File: config.mk
export PLATFORM = sky130hd
export DESIGN_NAME = fp_mul_seq
export DESIGN_NICKNAME = d
export VERILOG_FILES = /design/src/rtl/fp_pkg.sv /design/src/rtl/fp_unpack_class.sv /design/src/rtl/fp_mul_seq.sv
export SDC_FILE = /design/constraint.sdc
export NUM_CORES = 2
export LEC_CHECK = 0
export CORE_ASPECT_RATIO = 2
export CORE_UTILIZATION = 58
export DETAILED_ROUTE_END_ITERATION = 12
export GPL_TIMING_DRIVEN = 0
export PLACE_DENSITY = 0.79
export SYNTH_ARGS = -nofsm -noshare
export SYNTH_HDL_FRONTEND = slang
export SYNTH_SLANG_ARGS = --single-unit
File: constraint.sdc
create_clock -name clk -period 6.4 [get_ports clk]
set_input_delay 0.64 -clock clk [delete_from_list [all_inputs] [get_ports clk]]
set_output_delay 0.64 -clock clk [all_outputs]
set_load 0.005 [all_outputs]
File: src/rtl/fp_pkg.sv
// Shared types and helpers for the sequential floating-point multiplier.
package fp_pkg;

    localparam int unsigned EXP_W_DEF  = 8;
    localparam int unsigned FRAC_W_DEF = 23;

    typedef enum logic [2:0] {
        S_IDLE,
        S_UNPACK,
        S_MULT,
        S_NORM,
        S_ROUND,
        S_OUT
    } fp_state_e;

    typedef enum logic [1:0] {
        CLS_ZERO,
        CLS_NORM,
        CLS_INF,
        CLS_NAN
    } fp_class_e;

    // Canonical quiet NaN: sign 0, exponent all ones, fraction MSB set.
    function automatic logic [127:0] qnan_word(input int unsigned exp_w, input int unsigned frac_w);
        logic [127:0] w;
        w = ((128'(1) << exp_w) - 128'(1)) << frac_w;
        w = w | (128'(1) << (frac_w - 1));
        return w;
    endfunction

endpackage

File: src/rtl/fp_unpack_class.sv
// Field split, hidden-bit insertion and classification of one operand (FTZ).
module fp_unpack_class
    import fp_pkg::*;
#(
    parameter int unsigned EXP_W  = EXP_W_DEF,
    parameter int unsigned FRAC_W = FRAC_W_DEF,
    localparam int unsigned W     = 1 + EXP_W + FRAC_W
) (
    input  logic [W-1:0]      word,
    output logic              sign_c,
    output logic [EXP_W-1:0]  exp_c,
    output logic [FRAC_W:0]   man_c,
    output fp_class_e         cls_c
);

    logic [EXP_W-1:0]  exp_f;
    logic [FRAC_W-1:0] frac_f;

    assign sign_c = word[W-1];
    assign exp_f  = word[W-2 -: EXP_W];
    assign frac_f = word[FRAC_W-1:0];

    // Zero (including flushed subnormals), inf, NaN or normal.
    always_comb begin
        exp_c = exp_f;
        man_c = '0;
        cls_c = CLS_NORM;
        if (exp_f == '0) begin
            cls_c = CLS_ZERO;
        end else if (exp_f == '1) begin
            cls_c = (frac_f == '0) ? CLS_INF : CLS_NAN;
        end else begin
            man_c = {1'b1, frac_f};
        end
    end

endmodule

File: src/rtl/fp_mul_seq.sv
// Multi-cycle FP multiplier: unpack, multiply, normalise, round (RNE), pack.
module fp_mul_seq
    import fp_pkg::*;
#(
    parameter int unsigned EXP_W  = EXP_W_DEF,
    parameter int unsigned FRAC_W = FRAC_W_DEF,
    localparam int unsigned W     = 1 + EXP_W + FRAC_W
) (
    input  logic          clk,
    input  logic          rst,
    input  logic [W-1:0]  input_a,
    input  logic [W-1:0]  input_b,
    input  logic          in_valid,
    output logic          in_ready,
    output logic [W-1:0]  output_z,
    output logic          out_valid,
    input  logic          out_ready,
    output logic          flag_invalid,
    output logic          flag_overflow,
    output logic          flag_underflow,
    output logic          flag_inexact
);

    localparam int unsigned BIAS = 2**(EXP_W-1) - 1;
    localparam int unsigned MW   = FRAC_W + 1;
    localparam int unsigned MW1  = MW + 1;
    localparam int unsigned PW   = 2 * MW;
    localparam int unsigned EW   = EXP_W + 2;
    localparam logic signed [EW-1:0] EXP_INF = EW'((2**EXP_W) - 1);
    localparam logic [W-1:0] QNAN = W'(qnan_word(EXP_W, FRAC_W));

    fp_state_e state;
    logic [W-1:0] op_a, op_b;

    logic             ua_sign, ub_sign;
    logic [EXP_W-1:0] ua_exp, ub_exp;
    logic [MW-1:0]    ua_man, ub_man;
    fp_class_e        ua_cls, ub_cls;

    logic             sa, sb;
    logic [EXP_W-1:0] ea, eb;
    logic [MW-1:0]    ma, mb;
    fp_class_e        ca, cb;

    logic [PW-1:0]        prod;
    logic signed [EW-1:0] exp_m;
    logic                 sign_m, sp_nan, sp_inf, sp_zero;

    logic [MW-1:0]        man_n;
    logic                 g_n, r_n, s_n;
    logic signed [EW-1:0] exp_n;

    logic [PW-1:0]        norm_c;
    logic                 inc_c;
    logic [MW:0]          sum_c;
    logic signed [EW-1:0] exp_r_c;
    logic [FRAC_W-1:0]    frac_r_c;
    logic [W-1:0]         z_c;
    logic                 invalid_c, overflow_c, underflow_c, inexact_c;

    fp_unpack_class #(.EXP_W(EXP_W), .FRAC_W(FRAC_W)) u_unpack_a (
        .word(op_a), .sign_c(ua_sign), .exp_c(ua_exp), .man_c(ua_man), .cls_c(ua_cls)
    );

    fp_unpack_class #(.EXP_W(EXP_W), .FRAC_W(FRAC_W)) u_unpack_b (
        .word(op_b), .sign_c(ub_sign), .exp_c(ub_exp), .man_c(ub_man), .cls_c(ub_cls)
    );

    // Align product so the leading one sits at the MSB.
    assign norm_c = prod[PW-1] ? prod : (prod << 1);

    // Round to nearest even and choose the final packed result and flags.
    always_comb begin
        inc_c       = g_n & (r_n | s_n | man_n[0]);
        sum_c       = {1'b0, man_n} + MW1'(inc_c);
        exp_r_c     = sum_c[MW] ? (exp_n + $signed(EW'(1))) : exp_n;
        frac_r_c    = sum_c[MW] ? sum_c[FRAC_W:1] : sum_c[FRAC_W-1:0];
        z_c         = {sign_m, exp_r_c[EXP_W-1:0], frac_r_c};
        invalid_c   = 1'b0;
        overflow_c  = 1'b0;
        underflow_c = 1'b0;
        inexact_c   = 1'b0;
        if (sp_nan) begin
            z_c       = QNAN;
            invalid_c = 1'b1;
        end else if (sp_inf) begin
            z_c = {sign_m, {EXP_W{1'b1}}, {FRAC_W{1'b0}}};
        end else if (sp_zero) begin
            z_c = {sign_m, {(W-1){1'b0}}};
        end else if (exp_r_c >= EXP_INF) begin
            z_c        = {sign_m, {EXP_W{1'b1}}, {FRAC_W{1'b0}}};
            overflow_c = 1'b1;
            inexact_c  = 1'b1;
        end else if (exp_r_c <= $signed(EW'(0))) begin
            z_c         = {sign_m, {(W-1){1'b0}}};
            underflow_c = 1'b1;
            inexact_c   = 1'b1;
        end else begin
            inexact_c = g_n | r_n | s_n;
        end
    end

    // Control FSM and pipeline registers, one stage per state.
    always_ff @(posedge clk) begin
        if (!rst) begin
            state          <= S_IDLE;
            in_ready       <= 1'b1;
            out_valid      <= 1'b0;
            output_z       <= '0;
            flag_invalid   <= 1'b0;
            flag_overflow  <= 1'b0;
            flag_underflow <= 1'b0;
            flag_inexact   <= 1'b0;
            op_a           <= '0;
            op_b           <= '0;
            sa             <= 1'b0;
            sb             <= 1'b0;
            ea             <= '0;
            eb             <= '0;
            ma             <= '0;
            mb             <= '0;
            ca             <= CLS_ZERO;
            cb             <= CLS_ZERO;
            prod           <= '0;
            exp_m          <= '0;
            sign_m         <= 1'b0;
            sp_nan         <= 1'b0;
            sp_inf         <= 1'b0;
            sp_zero        <= 1'b0;
            man_n          <= '0;
            g_n            <= 1'b0;
            r_n            <= 1'b0;
            s_n            <= 1'b0;
            exp_n          <= '0;
        end else begin
            case (state)
                S_IDLE: begin
                    if (in_valid && in_ready) begin
                        op_a     <= input_a;
                        op_b     <= input_b;
                        in_ready <= 1'b0;
                        state    <= S_UNPACK;
                    end
                end
                S_UNPACK: begin
                    sa    <= ua_sign;
                    sb    <= ub_sign;
                    ea    <= ua_exp;
                    eb    <= ub_exp;
                    ma    <= ua_man;
                    mb    <= ub_man;
                    ca    <= ua_cls;
                    cb    <= ub_cls;
                    state <= S_MULT;
                end
                S_MULT: begin
                    prod    <= PW'(ma) * PW'(mb);
                    exp_m   <= $signed(EW'(ea)) + $signed(EW'(eb)) - $signed(EW'(BIAS));
                    sign_m  <= sa ^ sb;
                    sp_nan  <= (ca == CLS_NAN) || (cb == CLS_NAN) ||
                               ((ca == CLS_INF) && (cb == CLS_ZERO)) ||
                               ((ca == CLS_ZERO) && (cb == CLS_INF));
                    sp_inf  <= (ca == CLS_INF) || (cb == CLS_INF);
                    sp_zero <= (ca == CLS_ZERO) || (cb == CLS_ZERO);
                    state   <= S_NORM;
                end
                S_NORM: begin
                    man_n <= norm_c[PW-1 -: MW];
                    g_n   <= norm_c[PW-1-MW];
                    r_n   <= norm_c[PW-2-MW];
                    s_n   <= |norm_c[PW-3-MW:0];
                    exp_n <= prod[PW-1] ? (exp_m + $signed(EW'(1))) : exp_m;
                    state <= S_ROUND;
                end
                S_ROUND: begin
                    output_z       <= z_c;
                    flag_invalid   <= invalid_c;
                    flag_overflow  <= overflow_c;
                    flag_underflow <= underflow_c;
                    flag_inexact   <= inexact_c;
                    out_valid      <= 1'b1;
                    state          <= S_OUT;
                end
                S_OUT: begin
                    if (out_ready) begin
                        out_valid <= 1'b0;
                        in_ready  <= 1'b1;
                        state     <= S_IDLE;
                    end
                end
                default: begin
                    state <= S_IDLE;
                end
            endcase
        end
    end

endmodule

==> impl_metrics.yaml <==
outcome:
  status: "finished, violations left"
  violations: "setup timing"
power_and_ir_drop:
  p_switching_w: 0.00122
  power.share.sequential_pct: 46.5
  swShare_pct: 30.5
  intPower_w: 0.00279
  p_leak_nw: 16.3
  p_comb_share_pct: 16.1
  pwr-share-clk_pct: 37.4
  powerDensity_nw_per_um2: 111
  vdd_ir_drop_max_uv: 225
yosys:
  synthFlopType: "dfxtp_1"
  syn_inst: 3525
  ys_types: 74
  synth-seq-cells: 274
  syn_area_um2: 30300
  postSynth.asyncResetShare_pct: 0
  yosys_warnings: 0
  synth_edf_count: 0
  synth_nets: 4268
  synth_area_per_cell_um2: 8.60
  yosysSeqAreaShare_pct: 18.1
grt:
  overflow: 0
  groute.usage.overall_pct: 42.8
  grt_max_degree: 18
  grt_pass1_vias: 28800
  grt_pass1_wl_um: 165000
  grt_antenna_before_repair: 6
routing:
  via_per_inst: 6.10
  ant_nets: 0
  routed.top_layer: "met5"
  drc_errors: 0
  route.met3.wl_um: 10400
  detail_route.wl_per_cell_um: 25.3
  drt_pass1_iterations: 7
  num_vias: 27200
  wl_met2_um: 54800
  wl_met1_um: 30900
  first_iter_violations: 2149
  wirelength_um: 113000
sta:
  period_minus_slack_ns: 6.98
  timing.fmax_mhz: 143
  maxSlewViolCount: 0
  setup_ws_ns: -0.583
  setup_viol: 26
  finalCritPeriodShare_pct: 109
  slew-limit-headroom_pct: 26.4
  rsz0062_at_grt: "true"
  hold_viol_final: 0
  whs_ns: 0.453
  worstMarginPinSlew_ns: 1.10
  fin_skew_ns: 0.0312
cts:
  root_buffer: "clkbuf_16"
  clk-insertion-delay-late_ns: 0.57
  cts_tree: "yes"
  cts_max_level: 1
  clock-sinks: 274
  cts_buffer_depth: 3
  cts_hold_buf: 0
  cts.clk_slew.worst_paths_ns: 0.07
  numCtsBuffers: 24
setup_path:
  worstPathMaxFanout: 6
  crit_arrival_ns: 7.46
  start_kind: "register"
  crit_end: "prod[44]"
  cp_slowest_cell: "fa_1"
  crit_required_ns: 6.88
  r2r_end: "prod[44]"
  worst-setup-path-type: "register to register"
  crit_top_cell: "fa_1"
  slowest_delay_ns: 0.55
  rrSetupSlack_ns: -0.58
  reg2reg_from: "ma[16]"
  critPathLaunch: "ma[16]"
  end_kind: "register"
  reg2reg_depth: 26
placement:
  place.gp.congestion: 1.06
  hpwl_um: 83900
  dp_slack_ns: -1.80
  numPortBuffers: 105
die:
  ios: 106
  rows: 118
  initial_core_util_pct: 58.7
  die_w_um: 164
  die_y_um: 325
  core_region_area_um2: 51700
  die-area_um2: 53300
finish:
  final_common_cell: "nand2_1"
  final_cell_mix: "592 x nand2_1, 548 x inv_1, 468 x fa_1, 289 x and2_1, 226 x dfxtp_1"
  drive_above_1_share_pct: 13.1
  syn_to_final_growth_pct: 19.9
  finalNetCount: 4517
worst_hold_path:
  holdCritPathClass: "register to register"
  worstHoldPathCells: 2
flow_run:
  cap_violations: 0
cells in the mapped netlist, types with 22 or more instances:
cell	n	share of area, %
nand2_1	605	7.5
nor2_1	156	1.9
inv_1	568	7.0
o21ai_0	62	1.0
xor2_1	40	1.2
ha_1	192	7.9
a21oi_1	190	3.1
mux2i_1	29	0.96
and2_1	300	6.2
nand4_1	22	0.45
fa_1	483	32
dfxtp_1	274	18
clkbuf_1	182	2.3
nand3_1	42	0.69
a211oi_1	55	1.4
a21o_1	24	0.59
xnor2_1	41	1.2
a22oi_1	48	1.2
registers in the layout (all words and copies together), names as in the netlist, 2 cells and up:
register	count
prod	48
op_a	32
op_b	32
output_z	32
ma	24
man_n	24
mb	24
exp_m	10
exp_n	10
ea	8
eb	8
state	3
ca	2
cb	2
cell type report:
| cell class | count | area (um^2) |
|---|---|---|
| multi-input combinational | 2484 | 22800 |
| fill | 3837 | 15300 |
| sequential | 274 | 5640 |
| inverter | 568 | 2130 |
| timing repair buffer | 227 | 2100 |
| buffer | 195 | 2020 |
| tap | 660 | 826 |
| clock buffer | 33 | 684 |
| clock inverter | 11 | 131 |
| antenna | 5 | 12.5 |
per-stage QoR:
stage / cell area, um^2 / cells / total power, W / setup TNS (ns) / util [%]
CTS: 35600 / 4415 / 0.00395 / -5.33 / 68.9
global route: 36300 / 4452 / 0.00412 / -13.48 / 70.3
finish: 36300 / 4457 / 0.00402 / -9.71 / 70.3
global placement: 32300 / 4290 / 0.00246 / -35.00 / 62.5
detailed placement: 32300 / 4291 / 0.00247 / -36.89 / 62.5
floorplan: 30400 / 3525 / 0.00219 / 0 / -
critical path, delay by kind of cell, from the launching register on:
| kind | cells | cell delay [ns] |
|---|---|---|
| buf+inv | 8 | 0.91 |
| flops | 1 | 0.50 |
| xor+xnor | 1 | 0.20 |
| compound gates | 6 | 1.13 |
| simple gates | 3 | 0.32 |
| fa+ha+maj | 8 | 3.75 |
per-layer routing:
| metal | global-route usage (%) | vias to the layer above |
|---|---|---|
| met1 | 36.8 | 13000 |
| met3 | 12.1 | 950 |
| li1 | - | 11500 |
| met5 | 0 | - |
| met2 | 73.3 | 1697 |
| met4 | 47.9 | 8 |
timing repair:
| action | in CTS | in global routing |
|---|---|---|
| setup buffers | 80 | 38 |
| cloned | 1 | 2 |
| resized for setup | 458 | 136 |
| pin swaps | 64 | 86 |
| endpoints found under the setup margin | 33 | 29 |
| hold endpoints to repair | 0 | 0 |
kinds of logic (layout without fill, tap and decap cells):
group,after synthesis,in the layout,share of synthesized area [%]
AOI/OAI and AO/OA,471,471,9.83
xor gates and xnor gates,81,81,2.34
adders and majority gates,675,675,39.8
buffers and inverters,767,1034,9.71
DFF,274,274,18.1
muxes,29,29,0.957
other,0,5,0
and+or+nand+nor,1228,1228,19.3
worst min-delay path by stage:
stage	from	endpoint	slack, ns
floorplan	prod[0]	prod[0]	0.43
detailed placement	output_z[20]	output_z[20]	0.44
finish	output_z[18]	output_z[18]	0.45
CTS	prod[11]	prod[11]	0.45
global placement	output_z[18]	output_z[18]	0.43
global route	output_z[5]	output_z[5]	0.47
power groups by stage:
stage          clock [W]  combinational, W  sequential [W]
5_1_grt          0.00157          0.000682         0.00187
3_3_place_gp           0          0.000547         0.00191
6_report         0.00150          0.000648         0.00187
2_1_floorplan          0          0.000323         0.00187
3_5_place_dp           0          0.000555         0.00191
4_1_cts          0.00149          0.000606         0.00186
No activity file was read; power rests on OpenSTA's default activity.
